File: src/rtl/serial_word_source_if.sv
// serial_word_source_if: word-load handshake and serial bit stream of serial_word_source.
//   din   : parallel word offered by the upstream producer
//   load  : load request, accepted when ready is also 1
//   ready : source can accept a word this cycle
//   x     : serial data bit (LSB first)
//   xv    : x carries a valid bit this cycle
//   done  : marks the last valid bit of a word
// master = word producer, slave = serial_word_source.
interface serial_word_source_if #(
    parameter int unsigned WIDTH = 8
);
    logic [WIDTH-1:0] din;
    logic             load;
    logic             ready;
    logic             x;
    logic             xv;
    logic             done;

    modport master (
        output din,
        output load,
        input  ready,
        input  x,
        input  xv,
        input  done
    );

    modport slave (
        input  din,
        input  load,
        output ready,
        output x,
        output xv,
        output done
    );
endinterface

File: src/rtl/serial_word_source.sv
// serial_word_source: accepts a parallel word over a load/ready handshake and
// shifts it out LSB-first on x, one bit per clock, with a bit-valid strobe and
// an end-of-word pulse. A word loaded during the final bit cycle follows with
// no idle gap.
// Ports:
//   CLK : clock, rising edge
//   CLR : synchronous active-high reset
//   bus : serial_word_source_if.slave (din, load, ready, x, xv, done)
// Optional feature: define SER_PARITY_EN to append an even-parity bit (^word)
// after each word's MSB; done/ready then move to the parity cycle.
module serial_word_source #(
    parameter int unsigned WIDTH = 8
) (
    input  logic                 CLK,
    input  logic                 CLR,
    serial_word_source_if.slave  bus
);
    localparam int unsigned CW   = (WIDTH > 1) ? $clog2(WIDTH) : 1;
    localparam logic [CW-1:0] LAST = CW'(WIDTH - 1);

    typedef enum logic [1:0] {
`ifdef SER_PARITY_EN
        PAR   = 2'd2,
`endif
        IDLE  = 2'd0,
        SHIFT = 2'd1
    } state_t;

    state_t           state, state_nx;
    logic [WIDTH-1:0] sr, sr_nx;
    logic [CW-1:0]    cnt, cnt_nx;
    logic             last_c;
    logic             ready_c;
    logic             accept_c;
    logic             x_c;
    logic             xv_c;
`ifdef SER_PARITY_EN
    logic             par, par_nx;
`endif

    // State and datapath registers
    always_ff @(posedge CLK) begin
        if (CLR) begin
            state <= IDLE;
            sr    <= '0;
            cnt   <= '0;
`ifdef SER_PARITY_EN
            par   <= 1'b0;
`endif
        end else begin
            state <= state_nx;
            sr    <= sr_nx;
            cnt   <= cnt_nx;
`ifdef SER_PARITY_EN
            par   <= par_nx;
`endif
        end
    end

    // Next-state, datapath update and output decode
    always_comb begin
        state_nx = state;
        sr_nx    = sr;
        cnt_nx   = cnt;
        x_c      = 1'b0;
        xv_c     = 1'b0;
`ifdef SER_PARITY_EN
        par_nx   = par;
        last_c   = (state == PAR);
`else
        last_c   = (state == SHIFT) && (cnt == LAST);
`endif
        ready_c  = (state == IDLE) || last_c;
        accept_c = bus.load && ready_c;

        case (state)
            SHIFT: begin
                x_c   = sr[0];
                xv_c  = 1'b1;
                sr_nx = sr >> 1;
                // cnt holds at LAST; only a new accept returns it to 0
                if (cnt == LAST) begin
`ifdef SER_PARITY_EN
                    state_nx = PAR;
`else
                    state_nx = IDLE;
`endif
                end else begin
                    cnt_nx = cnt + CW'(1);
                end
            end
`ifdef SER_PARITY_EN
            PAR: begin
                x_c      = par;
                xv_c     = 1'b1;
                state_nx = IDLE;
            end
`endif
            default: ;
        endcase

        // An accept in the final bit cycle overrides the return to IDLE
        if (accept_c) begin
            sr_nx    = bus.din;
            cnt_nx   = '0;
            state_nx = SHIFT;
`ifdef SER_PARITY_EN
            par_nx   = ^bus.din;
`endif
        end
    end

    assign bus.ready = ready_c;
    assign bus.x     = x_c;
    assign bus.xv    = xv_c;
    assign bus.done  = last_c;
endmodule

File: src/flat_wrapper.sv
// flat-port wrapper written by rule: the top's interface ports become plain ports
module serial_word_source_flat 
#(
    parameter int unsigned WIDTH = 8
)
  (CLK, CLR, bus_din, bus_load, bus_ready, bus_x, bus_xv, bus_done);
  serial_word_source_if #(.WIDTH(WIDTH)) bus_i ();
  input  logic CLK;
  input  logic CLR;
  input wire logic [$bits(bus_i.din)-1:0] bus_din;
  input wire logic [$bits(bus_i.load)-1:0] bus_load;
  output wire logic [$bits(bus_i.ready)-1:0] bus_ready;
  output wire logic [$bits(bus_i.x)-1:0] bus_x;
  output wire logic [$bits(bus_i.xv)-1:0] bus_xv;
  output wire logic [$bits(bus_i.done)-1:0] bus_done;
  assign bus_i.din = bus_din;
  assign bus_i.load = bus_load;
  assign bus_ready = bus_i.ready;
  assign bus_x = bus_i.x;
  assign bus_xv = bus_i.xv;
  assign bus_done = bus_i.done;
  serial_word_source #(.WIDTH(WIDTH)) u_core (.CLK(CLK), .CLR(CLR), .bus(bus_i));
endmodule
File: config.mk
export PLATFORM = sky130hd
export DESIGN_NAME = serial_word_source_flat
export DESIGN_NICKNAME = d
export VERILOG_FILES = /design/src/rtl/serial_word_source_if.sv /design/src/rtl/serial_word_source.sv /design/src/flat_wrapper.sv
export SDC_FILE = /design/constraint.sdc
export NUM_CORES = 1
export LEC_CHECK = 0
export ABC_AREA = 0
export CAP_MARGIN = 0
export CORE_ASPECT_RATIO = 1.1
export CORE_UTILIZATION = 35
export CTS_BUF_LIST = sky130_fd_sc_hd__clkbuf_16
export DETAILED_ROUTE_END_ITERATION = 10
export PLACE_DENSITY = 0.65
export REMOVE_ABC_BUFFERS = 1
export SLEW_MARGIN = 10
export SYNTH_ARGS = -nofsm -noshare
export SYNTH_HDL_FRONTEND = slang
export SYNTH_SLANG_ARGS = --single-unit
File: constraint.sdc
create_clock -name CLK -period 3.1 [get_ports CLK]
set_input_delay 0.465 -clock CLK [delete_from_list [all_inputs] [get_ports CLK]]
set_output_delay 0.465 -clock CLK [all_outputs]
set_load 0.01 [all_outputs]
==> run metrics <==
TritonRoute pass-1 iters 5; post-route ant nets 0; Slew headroom 0.580; antenna violations before repair 0; Sw Share 0.204; Top delay family on crit path buffers and inverters; PostCTS Resize Cnt 0; Fin Clk Skew roughly 0.0017 ns; CP required approximately 2.6 ns; PD cells 580 nW/um^2; final instance area about 790 sq um; Buf/Inv on CP 2; Slew Viols, Final 0; DP Wirelength 828 um; f_max about 420 MHz; CTS clk-pin slew, worst paths around 0.040 ns; vias 526; Yosys reg bits 12; Die Area 1880 sq um; cell row count 15; sequential-to-total area share from yosys stat 0.402; Synth Area per Inst between 8 and 9 sq um; vias in the first global route 470; Max Cap Viol 0; sequential power share 0.378; Worst Max-Slew Pin Slew ~0.63 ns; Critical Path Sink Type output port; hold crit path type flop to flop; setup_tns 0 ns; Initial Util 0.379; Diodes inserted 0; Port Buffers 14; clock share of power 0.490; Cells after Synth 67; grt ovf 0; setup bufs post-CTS 0; TritonCTS clock tree built; post-cts hold buffer count 0; worst setup path category flop to output port; Die X 41.4 um; CP dominant cell by count ha_1; CP Launch Type flop; P&R area growth vs syn 32.4%; Pint approximately 0.37 mW; Die Y approximately 45 um; Final Critical Period between 2 and 2.5 ns; worst-path fanout max 12; Comb power frac 0.133; Ys Warns 0; Post-Syn Area roughly 600 sq um; dpl cell area between 700 and 800 sq um; 1st-iter DRT viols 13; H-tree Lvls 1; Fin. Hold Viols 0; aggregate global-route resource usage 0.137; post-DR wirelength/cell about 13 um; final worst-path cycle share 0.773; clock sink count 12; Core Box Area 1580 sq um; CTS Buffer Depth 2; status finished clean; # DRC 0; Placer Congestion 0.719; number of library cell types mapped by synthesis 20; drt total wl between 1000 and 1500 um; largest net degree at the start of global routing 22; Crit path largest cell delay 0.51 ns; Ports 15; Final setup viols 0; layout cell share with drive strength beyond 1 0.0897; first-pass GRT wire length around 1900 um; Slowest-stage cell, CP clkdlybuf4s50_1; clock latency on the worst-skew pair between 0.2 and 0.25 ns; critical path arrival 1.93 ns; layout net count 93; Max IR drop VDD 312 uV; P_leak 0.294 nW; Num CTS Buffers 3; CP cell instances ha_1, ha_1, nor2b_4, inv_2, clkdlybuf4s50_1; RSZ-0062 raised after global routing false; Via density roughly 5.5; clock root buffer clkbuf_16; Sw Pwr about 0.094 mW
==> power groups by stage <==
stage | Combinational (mW) | Sequential, mW | Clock (mW)
2_1_floorplan | 0.0325 | 0.174 | 0
3_3_place_gp | 0.0602 | 0.176 | 0
3_5_place_dp | 0.0610 | 0.176 | 0
4_1_cts | 0.0614 | 0.173 | 0.229
5_1_grt | 0.0663 | 0.175 | 0.238
6_report | 0.0610 | 0.174 | 0.225
==> Yosys cell counts (all sizes together) <==
library cell / count / area [sq um]
nor2b: 1 / 13.8
nor4: 7 / 43.8
nor3b: 7 / 52.6
a211oi: 7 / 52.6
nor2: 11 / 43.8
nand3b: 3 / 22.5
ha: 2 / 25.0
inv: 1 / 3.75
buf: 4 / 35.0
nand2: 2 / 7.51
and2: 2 / 12.5
a32oi: 1 / 8.76
or2b: 1 / 7.51
dfxtp: 12 / 240
a21oi: 3 / 15.0
clkbuf: 2 / 7.51
or2: 1 / 6.26
==> state kept, by name (all words and copies together), names as in the netlist <==
name,count
u_core.cnt,3
u_core.sr,8
u_core.state,1
==> path summary, 6_finish.rpt <==
kind	to	slack (ns)	depth (start not counted)	startpoint
hold / removal	u_core.sr[0]$_SDFFE_PP0P_	0.49	2	u_core.sr[0]$_SDFFE_PP0P_
setup / recovery	bus_ready	0.70	5	u_core.cnt[0]$_SDFFE_PP0P_
setup reg to reg	u_core.sr[2]$_SDFFE_PP0P_	1.43	6	u_core.cnt[0]$_SDFFE_PP0P_
hold reg to reg	u_core.sr[0]$_SDFFE_PP0P_	0.49	2	u_core.sr[0]$_SDFFE_PP0P_
==> metal layers <==
| layer | global-route usage | vias up | wire length [um] |
|---|---|---|---|
| met3 | 0.0400 | 4 | 71 |
| li1 | - | 265 | - |
| met4 | 0.0774 | 0 | 21 |
| met1 | 0.160 | 238 | 575 |
| met5 | 0 | - | 0 |
| met2 | 0.228 | 19 | 592 |
==> worst reg2reg max path, cell delays in order, from the launching register on <==
cell      delay, ns
dfxtp_1        0.32
ha_1           0.21
ha_1           0.22
nor2b_4        0.28
inv_2          0.17
a211oi_1       0.27
nor4_1         0.08
==> final cells by class <==
class                   instances  area (sq um)
fillers                       144           785
multi-input cells              48           312
flip-flops and latches         12           240
repair buffers                 14           140
clock buffers                   3          75.1
well taps                      17          21.3
inverters                       1          3.75
==> metrics by stage <==
stage          std cells  worst slack, ns  hold slack, ns  power, mW  utilization
2_1_floorplan         61             1.59           0.455      0.207            -
3_3_place_gp          92            0.997           0.485      0.236        0.455
3_5_place_dp          92            0.977           0.484      0.237        0.455
4_1_cts               95            0.704           0.493      0.464        0.502
5_1_grt               95            0.639           0.508      0.479        0.502
6_report              95            0.703           0.490      0.460        0.502
==> kinds of logic (layout without fill, tap and decap cells) <==
kind of cell             Yosys count  count (layout)  synth area share
AND/OR/NAND/NOR                   35              35             0.351
buffers and inverters              7              18            0.0774
flip-flops                        12              12             0.402
adder cells (fa/ha/maj)            2               2            0.0418
AO/OA/AOI/OAI                     11              11             0.128
==> cell usage in the layout (no fill, tap or decap) <==
| cell | instances |
|---|---|
| nand3b_1 | 3 |
| a211oi_1 | 7 |
| a21oi_1 | 3 |
| or2_2 | 1 |
| nor2_2 | 1 |
| nand2_1 | 2 |
| dfxtp_1 | 12 |
| a32oi_1 | 1 |
| nor3b_1 | 7 |
| nor4_1 | 7 |
| nor2_1 | 10 |
| ha_1 | 2 |
| nor2b_4 | 1 |
| clkdlybuf4s50_1 | 14 |
| inv_2 | 1 |
| or2b_1 | 1 |
| and2_1 | 2 |
| clkbuf_16 | 3 |
Power figures use the tool's default switching activity.
